<file path="config.mk">
export PLATFORM = sky130hd
export DESIGN_NAME = data_req_arbiter
export DESIGN_NICKNAME = d
export VERILOG_FILES = /design/src/rtl/data_req_arbiter.sv
export SDC_FILE = /design/constraint.sdc
export NUM_CORES = 1
export LEC_CHECK = 0
export BUFFER_PORTS_ARGS = -buffer_cell sky130_fd_sc_hd__buf_2
export CAP_MARGIN = 0
export CORE_MARGIN = 5
export CORE_UTILIZATION = 34
export DETAILED_ROUTE_END_ITERATION = 8
export PLACE_DENSITY = 0.69
export SLEW_MARGIN = 20
export SYNTH_ARGS = -nofsm -noshare
export SYNTH_HDL_FRONTEND = slang
export SYNTH_SLANG_ARGS = --single-unit
</file>
<file path="constraint.sdc">
create_clock -name clk -period 2.3 [get_ports clk]
set_input_delay 0.23 -clock clk [delete_from_list [all_inputs] [get_ports clk]]
set_output_delay 0.23 -clock clk [all_outputs]
set_load 0.02 [all_outputs]
</file>
<file path="src/rtl/data_req_arbiter.sv">
// Two-port arbiter for the data-side sram-like port with an in-order response ID queue and per-port flush cancel.
// Define DATA_ARB_RR_EN for round-robin grant; otherwise m0 has fixed priority.
module data_req_arbiter #(
    parameter int MAX_OUTSTANDING = 2
) (
    input  logic        clk,
    input  logic        reset,
    input  logic        m0_req,
    input  logic        m0_wr,
    input  logic [1:0]  m0_size,
    input  logic [31:0] m0_addr,
    input  logic [31:0] m0_wdata,
    output logic        m0_addr_ok,
    output logic        m0_data_ok,
    output logic [31:0] m0_rdata,
    input  logic        m0_cancel,
    input  logic        m1_req,
    input  logic        m1_wr,
    input  logic [1:0]  m1_size,
    input  logic [31:0] m1_addr,
    input  logic [31:0] m1_wdata,
    output logic        m1_addr_ok,
    output logic        m1_data_ok,
    output logic [31:0] m1_rdata,
    input  logic        m1_cancel,
    output logic        data_req,
    output logic        data_wr,
    output logic [1:0]  data_size,
    output logic [31:0] data_addr,
    output logic [31:0] data_wdata,
    input  logic        data_addr_ok,
    input  logic        data_data_ok,
    input  logic [31:0] data_rdata
);

    localparam int CW = $clog2(MAX_OUTSTANDING + 1);
    localparam logic [MAX_OUTSTANDING-1:0] ONE = 1;

    logic [CW-1:0]              count;
    logic [MAX_OUTSTANDING-1:0] q_id;
    logic [MAX_OUTSTANDING-1:0] q_dead;
    logic [MAX_OUTSTANDING-1:0] dead_mark, id_s, dead_s, wsel;
    logic [CW-1:0]              wp_idx;

    logic        locked, lock_id, lock_ghost, lock_wr;
    logic [1:0]  lock_size;
    logic [31:0] lock_addr, lock_wdata;

    logic [1:0] cancel;
    logic       req0_ok, req1_ok, pop, room, grant_id, cur_id, ghost, accept, head_dead;

    assign cancel  = {m1_cancel, m0_cancel};
    assign req0_ok = m0_req && !m0_cancel;
    assign req1_ok = m1_req && !m1_cancel;
    assign pop     = data_data_ok && (count != '0);
    // A pop in the same cycle frees a slot, so a full queue can still accept.
    assign room    = (count < CW'(MAX_OUTSTANDING)) || pop;

`ifdef DATA_ARB_RR_EN
    logic prio;

    assign grant_id = (req0_ok && req1_ok) ? prio : req1_ok;

    always_ff @(posedge clk) begin
        if (reset) begin
            prio <= 1'b0;
        end else if (accept && !ghost) begin
            prio <= !cur_id;
        end
    end
`else
    assign grant_id = !req0_ok;
`endif

    assign cur_id = locked ? lock_id : grant_id;
    assign ghost  = locked && (lock_ghost || cancel[lock_id]);

    always_comb begin
        data_req   = 1'b0;
        data_wr    = 1'b0;
        data_size  = 2'd0;
        data_addr  = 32'd0;
        data_wdata = 32'd0;
        if (locked) begin
            data_req   = 1'b1;
            data_wr    = lock_wr;
            data_size  = lock_size;
            data_addr  = lock_addr;
            data_wdata = lock_wdata;
        end else if (room && (req0_ok || req1_ok)) begin
            data_req   = 1'b1;
            data_wr    = grant_id ? m1_wr    : m0_wr;
            data_size  = grant_id ? m1_size  : m0_size;
            data_addr  = grant_id ? m1_addr  : m0_addr;
            data_wdata = grant_id ? m1_wdata : m0_wdata;
        end
    end

    assign accept     = data_req && data_addr_ok;
    assign m0_addr_ok = accept && !cur_id && !ghost;
    assign m1_addr_ok = accept &&  cur_id && !ghost;

    assign head_dead  = q_dead[0] || cancel[q_id[0]];
    assign m0_data_ok = pop && !q_id[0] && !head_dead;
    assign m1_data_ok = pop &&  q_id[0] && !head_dead;
    assign m0_rdata   = data_rdata;
    assign m1_rdata   = data_rdata;

    // Entry 0 is the queue head; cancels mark before the shift so a cancelled head is dropped on pop.
    assign dead_mark = q_dead | (q_id & {MAX_OUTSTANDING{m1_cancel}})
                              | (~q_id & {MAX_OUTSTANDING{m0_cancel}});
    assign id_s      = pop ? (q_id >> 1) : q_id;
    assign dead_s    = pop ? (dead_mark >> 1) : dead_mark;
    assign wp_idx    = count - CW'(pop);
    assign wsel      = accept ? (ONE << wp_idx) : '0;

    always_ff @(posedge clk) begin
        if (reset) begin
            count  <= '0;
            q_id   <= '0;
            q_dead <= '0;
        end else begin
            count  <= count + CW'(accept) - CW'(pop);
            q_id   <= (id_s & ~wsel) | (wsel & {MAX_OUTSTANDING{cur_id}});
            q_dead <= (dead_s & ~wsel) | (wsel & {MAX_OUTSTANDING{ghost}});
        end
    end

    // A request that saw no addr_ok must be replayed unchanged, so its fields are held here.
    always_ff @(posedge clk) begin
        if (reset) begin
            locked     <= 1'b0;
            lock_id    <= 1'b0;
            lock_ghost <= 1'b0;
            lock_wr    <= 1'b0;
            lock_size  <= 2'd0;
            lock_addr  <= 32'd0;
            lock_wdata <= 32'd0;
        end else if (locked) begin
            lock_ghost <= ghost;
            if (data_addr_ok) begin
                locked <= 1'b0;
            end
        end else if (data_req && !data_addr_ok) begin
            locked     <= 1'b1;
            lock_id    <= grant_id;
            lock_ghost <= 1'b0;
            lock_wr    <= data_wr;
            lock_size  <= data_size;
            lock_addr  <= data_addr;
            lock_wdata <= data_wdata;
        end
    end

`ifndef SYNTHESIS
    no_orphan_response: assert property (@(posedge clk) disable iff (reset)
        !(data_data_ok && count == '0));
`endif

endmodule
</file>
# Word level (Yosys, flattened, before mapping)
# Cells that the tools add are included.
[totals]
register_bits = 76
in_bits = 174
output_inout_bits = 136
elab_cells = 87
[op_classes]
n_addsub = 3
magnitude_cmp = 3
n_shift = 1
n_mux = 27
bitwise = 13
n_reduce_logical = 30
[op_table]
columns = ["cell", "n"]
rows = [
  ["32-bit 2-to-1 mux", 6],
  ["1-bit logical AND", 15],
  ["1-bit 2-to-1 mux", 15],
  ["2-bit AND", 6],
  ["2-bit 2-to-1 mux", 6],
  ["1-bit logical NOT", 8],
  ["2-bit OR", 4],
  ["1-bit logical OR", 4],
  ["1-bit by 2-bit less-than comparator with 1-bit output (second input constant)", 2],
  ["2-bit inverter", 2],
  ["2-bit nonzero test", 2],
  ["2-bit by 1-bit subtractor with 2-bit output", 2],
  ["2-bit by 1-bit adder with 2-bit output", 1],
  ["2-bit less-than comparator (second input constant)", 1],
  ["2-bit AND reduction", 1],
  ["1-bit by 2-bit << shifter with 2-bit output (first input constant)", 1],
  ["1-bit inverter", 1],
]

# Longest topological paths before layout
[logic_depth]
depth_word = 11
mapped_depth = 13
mapped_depth_nobuf = 10

# Worst setup path after synthesis
# No wires, ideal clock.
[synth_timing]
kind = "register to register"
start = "register count[1]"
end = "register count[1]"
arrival_time_ns = 2.078
path_slack_ns = 0.084
path_stages_with_launch = 13
path_buffers = 2
path_cell_list = "dfxtp_1 > and2b_1 > a21o_1 > buf_2 > buf_2 > nand2_1 > nand2_1 > ha_1 > inv_1 > ha_1 > xor2_1 > xnor2_1 > nor2_1"
[synth_via]
elab_chain_len = 9
[synth_lines]
columns = ["item", "line_no", "source"]
rows = [
  ["start, declared", "39", "logic [CW-1:0] count;"],
  ["start signal, assigned", "123", "count <= count + CW'(accept) - CW'(pop);"],
  ["branches (longest 2 deep; another with 2-bit less-than comparator)", "n/a", ""],
  ["1-bit logical OR (*)", "57", "assign room = (count < CW'(MAX_OUTSTANDING)) || pop;"],
  ["1-bit logical AND (*)", "90", "end else if (room && (req0_ok || req1_ok)) begin"],
  ["1-bit 2-to-1 mux (*)", "90", ""],
  ["1-bit 2-to-1 mux (*)", "84", "if (locked) begin"],
  ["via data_req", "26", "output logic data_req,"],
  ["1-bit logical AND (*)", "99", "assign accept = data_req && data_addr_ok;"],
  ["2-bit by 1-bit adder with 2-bit output (*)", "123", ""],
  ["2-bit by 1-bit subtractor with 2-bit output (*)", "123", ""],
]
# Mark *: on every way through the listed nets, which the timed path passes.
# A chain may end at the register's enable or synchronous reset.

# Final worst setup path
[layout_timing]
start = "register count[1]"
end = "output data_wdata[20]"
[layout_via]
elab_chain_len = 6
[layout_lines]
columns = ["item", "line_no", "source"]
rows = [
  ["branches (longest 2 deep; another with 2-bit less-than comparator)", "n/a", ""],
  ["1-bit logical OR (*)", "57", ""],
  ["1-bit logical AND (*)", "90", ""],
  ["32-bit 2-to-1 mux (*)", "90", ""],
  ["32-bit 2-to-1 mux (*)", "84", ""],
  ["end, declared", "30", "output logic [31:0] data_wdata,"],
]
# Mark *: on every way between the ends.

==> results.cfg <==
[status]
status = finished, final reports clean

[critical_path]
required_ns = 2.07
r2r_cells = 10
r2r_setup_slack_ns = 0.31
end_kind = primary output
r2r_start = count[1]
path_class = register to primary output
crit_fanout = 24
start_kind = register
worst_ep_arrival_time_ns = 1.92
r2r_end = count[1]

[drt]
post_drt_wl_per_cell_um = 14.3
drt_iter0_drc = 161
drt_drc_violations_left = 0
num_vias = 4477
drt_wl_total_um = 12800
vias_per_cell = 5.01
firstDrtPassIters = 4
drtAntennaViolNets = 0

[grt]
grt_pass1_vias = 4368
grt_pass1_wl_um = 21300
gr-total-overflow = 0
grt_start_max_net_pins = 95
antenna_found_initial = 1
grt_usage = 0.145

[timing]
fin_skew_ns = 0.00456
slew_headroom = 0.644
rsz0062_at_grt = no
tightest_slew_ns = 0.534
hold_viol_final = 0
period_share = 0.935
fmax_ghz = 0.465
min_period_ns = 2.15
setup_viol = 0
fin_ws_ns = 0.150
final_max_slew_viol_count = 0
fin_setup_tns_ns = 0

[synth]
seq_area_frac_synth = 0.301
synth_top_area_frac = 0.301
synth.largest_area_cell = dfxtp_1
syn_inst = 584
synth_nets = 761
synth_cell_types = 35
syn-cell-area_mm2 = 0.00505
synth_top_cells_by_area = dfxtp_1 (30%), mux2i_1 (14%), buf_4 (10%)
yosys_warnings = 0
synth-seq-cells = 76
syn_avg_cell_area_um2 = 8.65

[min_path]
worstHoldStart = data_addr_ok
min_to = locked
min_path_cells = 2
hold_class = input port to register

[finish]
stdcell_count = 894
mostFrequentLayoutCells = buf_2 (212), dfxtp_1 (75), mux2i_1 (73)
layout_commonest_cell = buf_2
drive_above_1_share = 0.401
nNetsFinal = 882
n_antenna_cell = 0
synthToLayoutAreaGrowth_pct = 20.0
fillCellCount = 1493

[power_and_ir_drop]
cellLeakagePower_uw = 0.00284
internal-power_uw = 2910
swShare = 0.337
power.total_uw = 4390
p_per_area_mw_per_mm2 = 724
ir_drop_mv = 0.313
pwr-share-comb = 0.322
clock_power_share = 0.324
power.share.sequential = 0.354
p_sw_uw = 1480

[placement]
hpwlAfterDp_um = 9680
port_buffers = 213
dp.cells = 878
place.gp.congestion = 0.752
preCtsSetupSlack_ns = 0.282

[cts]
numCtsBuffers = 9
clk_latency_ns = 0.33
clkSlewWorstSetupHoldPaths_ns = 0.06
tritoncts = built
cts_buffer_depth = 2
cts_max_level = 3
cts_hold_buffers = 0
clock_sinks = 76
cts-root-buf = clkbuf_16

[job]
drv_cap = 0

[floorplan]
rows = 44
start_util = 0.348
die_area_mm2 = 0.0174
die_width_um = 132
fp.dieH_um = 132
core-area_mm2 = 0.0145
io_pins = 310
## routing by layer
metal,vias to the layer above,GRT usage,share of wire
li1,2272,-,-
met1,2010,0.170,0.42
met2,152,0.243,0.47
met3,41,0.0382,0.073
met4,2,0.0749,0.033
met5,-,0,0.00055
## critical path, cell delays in order (launching register included)
cell and delay [ns]:
dfxtp_1 0.34, and2b_1 0.23, a21o_2 0.26, buf_4 0.23
o31ai_1 0.29, buf_2 0.22
## per-stage QoR
step / utilization / cell area (um2) / hold slack (ns)
after floorplan: - / 5050 / 0.303
after global placement: 0.396 / 5750 / 0.460
after detailed placement: 0.396 / 5750 / 0.460
after CTS: 0.417 / 6060 / 0.132
after global routing: 0.417 / 6060 / 0.152
final: 0.417 / 6060 / 0.154
## cells by family (layout without fill, tap and decap cells)
kind of cell	after synthesis	after routing	share of synthesized area
flops	76	76	0.301
buf+inv	122	248	0.160
mux	75	75	0.149
fa+ha+maj	3	3	0.00743
xor+xnor	3	3	0.00520
simple gates	158	158	0.126
compound gates	147	147	0.251
## area by class of cell
class	instances	area (um2)	area share
sequential	76	1530	0.252
clock buffer	10	239	0.0394
inverter	5	18.8	0.00310
multi-input combinational	386	2740	0.451
timing repair buffer	227	1250	0.206
clock inverter	6	62.6	0.0103
tap	184	230	0.0380
## how the worst max path moves through the flow
stage / from / end / slack (ns) / depth (start not counted)
2_1_floorplan: count[1] / count[1] / 0.08 / 12
3_3_place_gp: m1_cancel / count[1] / 0.31 / 11
3_5_place_dp: m1_cancel / count[1] / 0.28 / 11
4_1_cts: count[1] / data_addr[0] / 0.09 / 5
5_1_grt: count[1] / data_addr[9] / 0.01 / 5
6_report: count[1] / data_wdata[20] / 0.15 / 5
## power by group through the flow
stage	clock network (uW)	registers [uW]	logic (uW)
after global routing	1530	1580	1570
after global placement	0	1580	1410
after detailed placement	0	1580	1430
after CTS	1480	1560	1440
final	1420	1560	1410
after floorplan	0	1560	1190
## synthesized netlist by cell type, drive strengths merged
library cell   n
buf           89
dfxtp         76
mux2i         73
nor2          71
a211oi        70
nand2         69
o31ai         67
clkbuf        28
inv            5
or2            4
a21oi          3
ha             3
nor2b          3
nor3           3
mux2           2
nand2b         2
nand3b         2
o21ai          2
xnor2          2
a211o          1
a21o           1
a311oi         1
and2b          1
and3           1
nor4           1
o2111ai        1
o211ai         1
or3            1
xor2           1
## sequential cells by signal, indices dropped and copies added (netlist names), named ones only
register	flops
lock_size	2
count	2
lock_addr	32
lock_ghost	1
locked	1
q_id	1
q_dead	2
lock_wr	1
lock_id	1
lock_wdata	32
## timing repair
| item | in CTS | in global routing |
|---|---|---|
| setup endpoints to repair | 0 | 1 |
| buffers inserted | 0 | 0 |
| gates resized for setup | 0 | 1 |
Power figures use the tool's default switching activity.
